==> src/rtl/exibidor_sequencia_pkg.sv <==
// Shared state encodings and RGB color constants
// for the sequence playback and LED feedback logic.
package exibidor_sequencia_pkg;

  typedef enum logic [3:0] {
    OCIOSO  = 4'd0,
    CARREGA = 4'd1,
    ACENDE  = 4'd2,
    APAGA   = 4'd3,
    PROXIMO = 4'd4,
    FIM     = 4'd5
  } estado_t;

  localparam logic [2:0] COR_VERMELHO = 3'b100;
  localparam logic [2:0] COR_VERDE    = 3'b010;
  localparam logic [2:0] COR_AZUL     = 3'b001;
  localparam logic [2:0] COR_AMARELO  = 3'b110;
  localparam logic [2:0] COR_INVALIDA = 3'b111;

endpackage

==> src/rtl/exibidor_sequencia_if.sv <==
// Bundle between the playback engine, the control
// unit and the sequence memory.
interface exibidor_sequencia_if #(
  parameter int ADDR_W = 4
);
  logic              iniciar;
  logic [ADDR_W-1:0] limite;
  logic [3:0]        mem_dado;
  logic [ADDR_W-1:0] mem_endereco;
  logic [2:0]        leds_rgb;
  logic              ocupado;
  logic              fim_sequencia;
  logic [3:0]        db_estado;

  modport master (
    output iniciar, limite, mem_dado,
    input  mem_endereco, leds_rgb,
    input  ocupado, fim_sequencia, db_estado
  );

  modport slave (
    input  iniciar, limite, mem_dado,
    output mem_endereco, leds_rgb,
    output ocupado, fim_sequencia, db_estado
  );
endinterface

==> src/rtl/exibidor_sequencia_decodificador_cor.sv <==
// One-hot color code to RGB drive; anything that is
// not exactly one-hot lights all three channels.
module decodificador_cor
  import exibidor_sequencia_pkg::*;
(
  input  logic [3:0] codigo,
  output logic [2:0] rgb
);
  always_comb begin
    rgb = COR_INVALIDA;
    unique case (1'b1)
      (codigo == 4'b0001): rgb = COR_VERMELHO;
      (codigo == 4'b0010): rgb = COR_VERDE;
      (codigo == 4'b0100): rgb = COR_AZUL;
      (codigo == 4'b1000): rgb = COR_AMARELO;
      default:             rgb = COR_INVALIDA;
    endcase
  end
endmodule

==> src/rtl/exibidor_sequencia.sv <==
// Playback engine: walks memory 0..limite, lighting
// each color for a fixed time followed by a dark gap.
module exibidor_sequencia
  import exibidor_sequencia_pkg::*;
#(
  parameter int TEMPO_ACESO   = 2000,
  parameter int TEMPO_APAGADO = 500,
  parameter int ADDR_W        = 4,
  parameter int CNT_W         = 12
) (
  input logic clock,
  input logic reset,
  exibidor_sequencia_if.slave bus
);
  localparam logic [CNT_W-1:0] ULT_ACESO =
    CNT_W'(TEMPO_ACESO - 1);
  localparam logic [CNT_W-1:0] ULT_APAGADO =
    CNT_W'(TEMPO_APAGADO - 1);

  estado_t           estado, estado_n;
  logic [ADDR_W-1:0] endereco, endereco_n;
  logic [ADDR_W-1:0] lim, lim_n;
  logic [CNT_W-1:0]  timer, timer_n;
  logic [2:0]        leds, leds_n;
  logic              ocupado, ocupado_n;
  logic              fim, fim_n;
  logic [2:0]        cor;

  decodificador_cor u_dec (
    .codigo (bus.mem_dado),
    .rgb    (cor)
  );

  always_ff @(posedge clock or negedge reset) begin
    if (!reset) begin
      estado   <= OCIOSO;
      endereco <= '0;
      lim      <= '0;
      timer    <= '0;
      leds     <= '0;
      ocupado  <= 1'b0;
      fim      <= 1'b0;
    end else begin
      estado   <= estado_n;
      endereco <= endereco_n;
      lim      <= lim_n;
      timer    <= timer_n;
      leds     <= leds_n;
      ocupado  <= ocupado_n;
      fim      <= fim_n;
    end
  end

  always_comb begin
    estado_n   = estado;
    endereco_n = endereco;
    lim_n      = lim;
    timer_n    = timer;
    leds_n     = leds;
    fim_n      = 1'b0;
    unique case (estado)
      OCIOSO: begin
        leds_n = '0;
        if (bus.iniciar) begin
          lim_n      = bus.limite;
          endereco_n = '0;
          estado_n   = CARREGA;
        end
      end
      CARREGA: begin
        leds_n   = cor;
        timer_n  = '0;
        estado_n = ACENDE;
      end
      ACENDE: begin
        if (timer == ULT_ACESO) begin
          leds_n   = '0;
          timer_n  = '0;
          estado_n = APAGA;
        end else begin
          timer_n = timer + CNT_W'(1);
        end
      end
      APAGA: begin
        leds_n = '0;
        if (timer == ULT_APAGADO) begin
          timer_n  = '0;
          estado_n = PROXIMO;
        end else begin
          timer_n = timer + CNT_W'(1);
        end
      end
      // compare before increment so limite=max never wraps
      PROXIMO: begin
        if (endereco == lim) begin
          estado_n = FIM;
        end else begin
          endereco_n = endereco + ADDR_W'(1);
          estado_n   = CARREGA;
        end
      end
      FIM: begin
        fim_n      = 1'b1;
        endereco_n = '0;
        estado_n   = OCIOSO;
      end
      default: begin
        leds_n     = '0;
        timer_n    = '0;
        endereco_n = '0;
        estado_n   = OCIOSO;
      end
    endcase
    ocupado_n = (estado_n == CARREGA) ||
                (estado_n == ACENDE)  ||
                (estado_n == APAGA)   ||
                (estado_n == PROXIMO);
  end

  assign bus.mem_endereco  = endereco;
  assign bus.leds_rgb      = leds;
  assign bus.ocupado       = ocupado;
  assign bus.fim_sequencia = fim;
  assign bus.db_estado     = estado;

endmodule

==> src/flat_wrapper.sv <==
// flat-port wrapper written by rule: the top's interface ports become plain ports
module exibidor_sequencia_flat import exibidor_sequencia_pkg::*;
#(
  parameter int TEMPO_ACESO   = 2000,
  parameter int TEMPO_APAGADO = 500,
  parameter int ADDR_W        = 4,
  parameter int CNT_W         = 12
)
  (clock, reset, bus_iniciar, bus_limite, bus_mem_dado, bus_mem_endereco, bus_leds_rgb, bus_ocupado, bus_fim_sequencia, bus_db_estado);
  exibidor_sequencia_if #(.ADDR_W(ADDR_W)) bus_i ();
  input logic clock;
  input logic reset;
  input wire logic [$bits(bus_i.iniciar)-1:0] bus_iniciar;
  input wire logic [$bits(bus_i.limite)-1:0] bus_limite;
  input wire logic [$bits(bus_i.mem_dado)-1:0] bus_mem_dado;
  output wire logic [$bits(bus_i.mem_endereco)-1:0] bus_mem_endereco;
  output wire logic [$bits(bus_i.leds_rgb)-1:0] bus_leds_rgb;
  output wire logic [$bits(bus_i.ocupado)-1:0] bus_ocupado;
  output wire logic [$bits(bus_i.fim_sequencia)-1:0] bus_fim_sequencia;
  output wire logic [$bits(bus_i.db_estado)-1:0] bus_db_estado;
  assign bus_i.iniciar = bus_iniciar;
  assign bus_i.limite = bus_limite;
  assign bus_i.mem_dado = bus_mem_dado;
  assign bus_mem_endereco = bus_i.mem_endereco;
  assign bus_leds_rgb = bus_i.leds_rgb;
  assign bus_ocupado = bus_i.ocupado;
  assign bus_fim_sequencia = bus_i.fim_sequencia;
  assign bus_db_estado = bus_i.db_estado;
  exibidor_sequencia #(.TEMPO_ACESO(TEMPO_ACESO), .TEMPO_APAGADO(TEMPO_APAGADO), .ADDR_W(ADDR_W), .CNT_W(CNT_W)) u_core (.clock(clock), .reset(reset), .bus(bus_i));
endmodule
==> config.mk <==
export PLATFORM = sky130hd
export DESIGN_NAME = exibidor_sequencia_flat
export DESIGN_NICKNAME = d
export VERILOG_FILES = /design/src/rtl/exibidor_sequencia_pkg.sv /design/src/rtl/exibidor_sequencia_if.sv /design/src/rtl/exibidor_sequencia_decodificador_cor.sv /design/src/rtl/exibidor_sequencia.sv /design/src/flat_wrapper.sv
export SDC_FILE = /design/constraint.sdc
export NUM_CORES = 1
export LEC_CHECK = 0
export BUFFER_PORTS_ARGS = -buffer_cell sky130_fd_sc_hd__clkbuf_2
export CAP_MARGIN = 10
export CORE_UTILIZATION = 25
export CTS_BUF_LIST = sky130_fd_sc_hd__clkbuf_4
export DETAILED_ROUTE_END_ITERATION = 16
export GPL_ROUTABILITY_DRIVEN = 0
export GPL_TIMING_DRIVEN = 0
export SYNTH_ARGS = -nofsm -noshare
export SYNTH_HDL_FRONTEND = slang
export SYNTH_SLANG_ARGS = --single-unit
==> constraint.sdc <==
create_clock -name clock -period 3.1 [get_ports clock]
set_clock_uncertainty 0.1 [all_clocks]
set_input_delay 0.31 -clock clock [delete_from_list [all_inputs] [get_ports clock]]
set_output_delay 0.31 -clock clock [all_outputs]
set_load 0.02 [all_outputs]
After elaboration in Yosys (flattened, before gate mapping)
Cells that the tools add are included.
{ "op_classes": {"eq_ne": 19, "n_bitwise": 2, "mux": 15, "reduce_logical": 10, "add_sub_neg": 2} }
{ "op_table": {"columns": ["cell", "count"], "rows": [
  ["$pmux 12 s3", 1],
  ["$mux 12", 2],
  ["$eq 4x2->1 const B", 5],
  ["$mux 4", 5],
  ["$pmux 4 s5", 1],
  ["$eq 4x3->1 const B", 4],
  ["$add 12x1->12 const B", 1],
  ["$eq 12x11->1 const B", 1],
  ["$eq 12x9->1 const B", 1],
  ["$eq 4x1->1 const B", 3],
  ["$pmux 3 s4", 1],
  ["$pmux 4 s3", 1],
  ["$pmux 3 s3", 1],
  ["$mux 3", 2],
  ["$reduce_or 3->1", 2],
  ["$add 4x1->4 const B", 1],
  ["$eq 4x4->1", 1],
  ["$eq 4x4->1 const B", 1],
  ["$logic_not 4->1", 1],
  ["$ne 2x2->1 const B", 2],
  ["$reduce_and 2->1", 2],
  ["$logic_or 1x1->1", 3],
  ["$reduce_and 3->1", 1],
  ["$ne 2x1->1 const B", 1],
  ["other kinds (3)", 4]
]} }
{ "word_totals": {"out_inout_bits": 13, "wordCells": 55, "inputBits": 11, "regBits": 29} }

Longest topological paths before layout
Gate-level depths: netlist (run 1).
{ "logic_depth": {"depth_word": 7, "ltp_mapped": 7, "mapped_depth_nobuf": 6} }

By module
Synthesis (run 1) repeated with hierarchy kept, for this count alone.
{ "unflattened": {"cells_unflattened": 162, "area_unflattened_um2": 1552.7} }
{ "by_module_without_submodules": {"columns": ["mod", "seq_area_each_um2", "cells_per_inst", "area_each_um2", "instances"], "rows": [
  ["exibidor_sequencia", 725.7, 154, 1497.7, 1],
  ["decodificador_cor", 0.0, 8, 55.1, 1]
]} }

Worst setup path before layout (run 1)
OpenSTA, ideal clock, no wires.
{ "synth_path": {"path_type": "register to register", "start": "reg u_core.timer[9]", "end": "reg u_core.timer[5]", "slack_ns": 1.128, "path_stages_with_launch": 7, "arrival_time_ns": 1.751, "setup_time_ns": 0.121, "n_path_buf": 1, "synth_period_minus_slack_ns": 1.972, "t_required_ns": 2.879, "cell_sequence": "dfrtp_1 > buf_6 > or4_4 > nor4_4 > o21ai_2 > a21o_1 > a22o_1"} }
{ "synth_between": {"elab_chain_len": 3, "word_cells_on_any_way": 5, "cone_classes": "2 x eq/ne; 3 x mux"} }
{ "synth_lines": {"columns": ["item", "line", "text"], "rows": [
  ["start: declaration", "exibidor_sequencia.sv:23", "logic [CNT_W-1:0] timer, timer_n;"],
  ["start signal: assignment", "exibidor_sequencia.sv:47", "timer <= timer_n;"],
  ["$eq 12x9->1 or $eq 12x11->1 (tied branches)", "exibidor_sequencia.sv:86, exibidor_sequencia.sv:76", null],
  ["$mux 12, on equally long branches", "exibidor_sequencia.sv:86, exibidor_sequencia.sv:76", null],
  ["$pmux 12 s3 *", "exibidor_sequencia.sv:61", "unique case (estado)"]
]} }
Every way passes the cells marked *; elsewhere a longest branch is shown, timed or not.
A chain may end at the register's enable or synchronous reset.

Worst setup path in the final report (run 1)
{ "layout_path": {"start": "reg u_core.timer[9]", "end": "reg u_core.timer[7]"} }
Same word-level chain as after synthesis.

==> flow_metrics.tcl, run 1 <==
set metrics [dict create \
    syn_avg_cell_area_um2 10.2 \
    num_io_pins 24 \
    netlist_area_um2 1590 \
    root_buffer "clkbuf_4" \
    rows 28 \
    setup_tns_ns 0 \
    cts_tree "built" \
    synth_xor_area_share_pct 4.96 \
    synthMuxAreaShare_pct 5.59 \
    hold_ws_ns 0.0937 \
    wl_per_cell_um 12.0 \
    layout_commonest_cell "dfrtp_1" \
    arrival_ns 2.23 \
    grt_max_degree 30 \
    multi_input_area_um2 807 \
    post_cts_resize_count 0 \
    clock_path_buffers 2 \
    coreArea_um2 6030 \
    hold_viol 0 \
    portBuffers 23 \
    max_cap_violations 0 \
    diodes 0 \
    fin_crit_sh_pct 67.9 \
    seq_area_um2 726 \
    synth_compound_area_share_pct 18.3 \
    path_clk_slew_ns 0.10 \
    grtUsageTotal_pct 10.5 \
    vdd_drop_max_uv 142 \
    slew_headroom_pct 50.2 \
    grt_setup_unrepaired "no" \
    synthAdderAreaFrac_pct 1.57 \
    end_kind "flip-flop" \
    clk_latency_ns 0.33 \
    yosys_warnings 0 \
    worstMarginPinSlew_ns 0.747 \
    synth-simple-area-share_pct 20.1 \
    overflow 0 \
    use_met2_pct 17.5 \
    hold_path_class "in2reg" \
    period_minus_slack_ns 2.11 \
    syn_inst 156 \
    final_nets 200 \
    drc 0 \
    setup_ws_ns 0.994 \
    grt_busiest_layer "met2" \
    firstDrtPassIters 5 \
    ys_ff_latch 29 \
    synth_flop_cell "dfrtp_1" \
    syn2layout_area_growth_pct 16.9 \
    synthArstFlopShare_pct 100 \
    synth_cell_types 43 \
    synth_edf_count 0 \
    die_w_um 81.8 \
    drive_above_1_share_pct 19.1 \
    start_util_pct 26.4 \
    grt_pass1_wl_um 5310 \
    synth_top_family_by_area "simple AND/OR/NAND/NOR gates" \
    htree_num_levels 2 \
    grt_pass1_vias 1181 \
    timing.fmax_mhz 475 \
    die_area_um2 6680 \
    cts_made_buffers 5 \
    dpl_worst_slack_ns 1.01 \
    leakage_nw 0.882 \
    layout_common_cells "dfrtp_1 (29), clkbuf_2 (23), nor2_1 (14), nand2_1 (12)" \
    finalWirelength_um 3160 \
    power_density_nw_per_um2 397 \
    drtAntennaViolNets 0 \
    status "finished, final reports clean" \
    vias 1279 \
    die_h_um 81.8 \
    dpl.hpwl_um 2240 \
    worstPathRequired_ns 3.23 \
    clock-sinks 29 \
    drtIter0Drc 43 \
    synth_nets 169 \
    viasPerCell 4.86 \
    post-route-util_pct 30.9 \
    cp_max_fo 9 \
    drv_slew 0 \
    grt_util_met3_pct 3.67 \
    critPathKind "reg2reg" \
    cp-start-kind "flip-flop" \
    use_met1_pct 12.4 \
    synth.yosys.seq_area_share_pct 45.6 \
    antenna_found_initial 0 \
    fillerInstances 628 \
    setup_viol 0 \
]
## worst paths after layout
check                                            start                    endpoint  slack, ns  cells after the start
max in group asynchronous                        reset             u_core.timer[0]       1.94                      2
min in group asynchronous                        reset  u_core.bus.mem_endereco[2]       0.47                      2
worst max-delay path                   u_core.timer[9]             u_core.timer[7]       0.99                      6
worst min register to register  u_core.bus.leds_rgb[1]      u_core.bus.leds_rgb[1]       0.38                      2
worst max register to register         u_core.timer[9]             u_core.timer[7]       0.99                      6
worst min-delay path                     bus_limite[1]               u_core.lim[1]       0.09                      2
## final cells by class
class                      instances  area share (%)
inverter                           4           0.808
sequential                        29            39.0
timing repair buffer              24            6.73
tap                               75            5.05
multi-input combinational        116            43.4
clock inverter                     3           0.673
buffer                             7            2.29
clock buffer                       5            2.02
## synthesized netlist by cell type, types with 3 or more instances
| library cell | n | area share (%) |
|---|---|---|
| a21boi_1 | 3 | 1.4 |
| a21o_1 | 8 | 3.8 |
| a21oi_1 | 4 | 1.3 |
| a22o_1 | 8 | 4.4 |
| clkbuf_1 | 4 | 0.94 |
| dfrtp_1 | 29 | 46 |
| inv_1 | 4 | 0.94 |
| mux2_1 | 7 | 5.0 |
| nand2_1 | 12 | 2.8 |
| nand3_1 | 7 | 2.2 |
| nand4_1 | 3 | 1.2 |
| nor2_1 | 14 | 3.3 |
| o21ai_0 | 4 | 1.3 |
| o31ai_1 | 3 | 1.4 |
| xnor2_1 | 6 | 3.3 |
| xor2_1 | 3 | 1.7 |
## kinds of logic (layout without fill, tap and decap cells)
family          count (synthesis)  count (layout)
compound gates                 39              39
xor+xnor                        9               9
fa+ha+maj                       2               2
buf+inv                        11              43
flops                          29              29
mux                             8               8
other cells                     1               1
simple gates                   57              57
## registers in the layout, summed over array words and instances, names as in the netlist
name,flops
u_core.bus.db_estado,4
u_core.bus.ocupado,1
u_core.bus.leds_rgb,3
u_core.bus.mem_endereco,4
u_core.timer,12
u_core.lim,4
u_core.bus.fim_sequencia,1
## layer usage
layer / wire [um] / up-vias
met5: 0 / -
met4: 46 / 0
met3: 150 / 6
met2: 1480 / 28
met1: 1490 / 612
li1: - / 633
## where the power goes
group	total [mW]	switching, mW	internal, mW
clock	0.217	0.135	0.0819
sequential	0.411	0.0131	0.398
combinational	0.110	0.0623	0.0476
## worst max-delay path: stages, from the launching register on
cell and delay [ns]:
dfrtp_1 0.38, buf_6 0.13, or4_4 0.52, nor4_4 0.24, o21ai_2 0.21, a21o_1 0.20
a22o_1 0.22
## what timing repair did
action / 4_1_cts / 5_1_grt
hold buffers: 1 / 0
setup buffers: 0 / 0
endpoints found under the hold margin: 29 / 0
## stage by stage
| stage | area, um2 | total power [mW] | instances |
|---|---|---|---|
| after floorplan | 1590 | 0.491 | 156 |
| after global placement | 1800 | 0.527 | 254 |
| after detailed placement | 1800 | 0.530 | 254 |
| after CTS | 1860 | 0.752 | 263 |
| after global routing | 1860 | 0.784 | 263 |
| final | 1860 | 0.738 | 263 |
No activity file was read; power rests on OpenSTA's default activity.
==> run 2, diff against run 1 <==
==> constraint.sdc (replaced) <==
create_clock -name clock -period 2.15 [get_ports clock]
set_clock_uncertainty 0.1 [all_clocks]
set_input_delay 0.215 -clock clock [delete_from_list [all_inputs] [get_ports clock]]
set_output_delay 0.215 -clock clock [all_outputs]
set_load 0.02 [all_outputs]
==> run 2 against run 1 <==
Net effect:
- combinational power rose by 52%
- non-clock buffer count rose by 3
- largest cell class unchanged
- clock-buffer cell count did not move
- cell area rose by 2.8%
==> flow_metrics.tcl, run 2 (synthesis gave the netlist of run 1 again) <==
set metrics [dict create \
    clock_path_buffers 2 \
    start_util_pct 26.4 \
    worstMarginPinSlew_ns 0.747 \
    syn2layout_area_growth_pct 20.2 \
    vdd_drop_max_uv 204 \
    worstPathRequired_ns 2.28 \
    drtIter0Drc 46 \
    largest-register "u_core.timer" \
    dp.cells 254 \
    setup_tns_ns 0 \
    drc 0 \
    antenna_found_initial 0 \
    die_h_um 81.8 \
    portBuffers 23 \
    whs_path_depth 2 \
    seq_area_um2 726 \
    slew_headroom_pct 50.2 \
    drtAntennaViolNets 0 \
    hold_viol 0 \
    firstDrtPassIters 4 \
    cp-start-kind "flip-flop" \
    rows 28 \
    dpl_worst_slack_ns 0.0557 \
    drv_slew 0 \
    finalNonFillerCells 266 \
    finalInstanceArea_um2 1910 \
    layout_commonest_cell "dfrtp_1" \
    grt_pass1_wl_um 5320 \
    power_density_nw_per_um2 562 \
    clock-sinks 29 \
    grtUsageTotal_pct 10.5 \
    layout_common_cells "dfrtp_1 (29), clkbuf_2 (23), nor2_1 (13), nand2_1 (12)" \
    period_minus_slack_ns 2.08 \
    largest_reg_flops 12 \
    leakage_nw 0.900 \
    wl_per_cell_um 12.2 \
    critPathKind "reg2reg" \
    reg2reg_depth 6 \
    overflow 0 \
    cts_tree "built" \
    status "finished, final reports clean" \
    coreArea_um2 6030 \
    arrival_ns 2.20 \
    root_buffer "clkbuf_4" \
    multi_input_area_um2 832 \
    fin_crit_sh_pct 96.6 \
    setup_ws_ns 0.0734 \
    path_clk_slew_ns 0.10 \
    htree_num_levels 2 \
    die_area_um2 6680 \
    max_cap_violations 0 \
    holdPathEnd "u_core.lim[2]" \
    hold_path_class "in2reg" \
    crit-reg2reg-launch "u_core.timer[9]" \
    grt_pass1_vias 1182 \
    dpl.hpwl_um 2240 \
    grt_max_degree 30 \
    end_kind "flip-flop" \
    die_w_um 81.8 \
    finalWirelength_um 3240 \
    worstReg2RegEnd "u_core.timer[5]" \
    vias 1282 \
    min-delay-start "bus_limite[2]" \
    startpoint "u_core.timer[9]" \
    hold_ws_ns 0.0168 \
    viasPerCell 4.82 \
    cts_made_buffers 5 \
    ff2ff_setup_slack_ns 0.07 \
    diodes 0 \
    num_io_pins 24 \
    fillerInstances 623 \
    clk_latency_ns 0.33 \
    final_nets 203 \
    dpl-instance-area_um2 1800 \
    setup_viol 0 \
    timing.fmax_mhz 482 \
    drive_above_1_share_pct 20.4 \
    cp_max_fo 9 \
]
[run 2: stage by stage]
step | util [%] | total power, mW
floorplan | - | 0.708
finish | 31.7 | 1.07
detailed placement | 29.9 | 0.764
global route | 31.7 | 1.14
CTS | 31.2 | 1.09
global placement | 29.9 | 0.760
[run 2: where the power goes]
part	switching, mW	internal (mW)	total (mW)	leakage (nW)
registers	0.0189	0.574	0.593	0.390
clock network	0.197	0.118	0.315	0.0300
logic	0.0928	0.0740	0.167	0.480
total	0.309	0.766	1.07	0.900
[run 2: repair_timing]
item                       4_1_cts  5_1_grt
setup buffers                    0        1
setup endpoints to repair        0       10
gates resized for setup          0        4
hold buffers                     3        0
hold endpoints to repair        31        0
[run 2: final cells by class]
type                    count  area share [%]
flip-flops and latches     29            38.0
clock buffers               5            1.96
inverters                   4           0.785
plain buffers               7            2.23
repair buffers             27            7.98
multi-input cells         116            43.5
well taps                  75            4.91
clock inverters             3           0.654
[run 2: worst max-delay path, cell delays in order, from the launching register on]
cell and delay [ns]:
dfrtp_1 0.38, buf_6 0.13, or4_4 0.52, nor4_4 0.28, o21ai_4 0.16, a21o_1 0.18
a22o_1 0.22
[run 2: routing by layer]
layer | GRT usage (%) | wire length, um | part of all wire, % | vias to the layer above
met5 | 0 | 0 | 0 | -
met4 | 3.68 | 45 | 1.4 | 0
met3 | 3.67 | 134 | 4.1 | 6
met2 | 17.5 | 1530 | 47 | 20
met1 | 12.5 | 1520 | 47 | 619
li1 | - | - | - | 637
[run 2: worst max path at each step]
stage / end / slack, ns / depth (start not counted)
global route: u_core.timer[11] / -0.01 / 7
global placement: u_core.timer[7] / 0.05 / 6
CTS: u_core.timer[7] / 0.03 / 6
finish: u_core.timer[5] / 0.07 / 6
floorplan: u_core.timer[5] / 0.18 / 6
detailed placement: u_core.timer[7] / 0.06 / 6
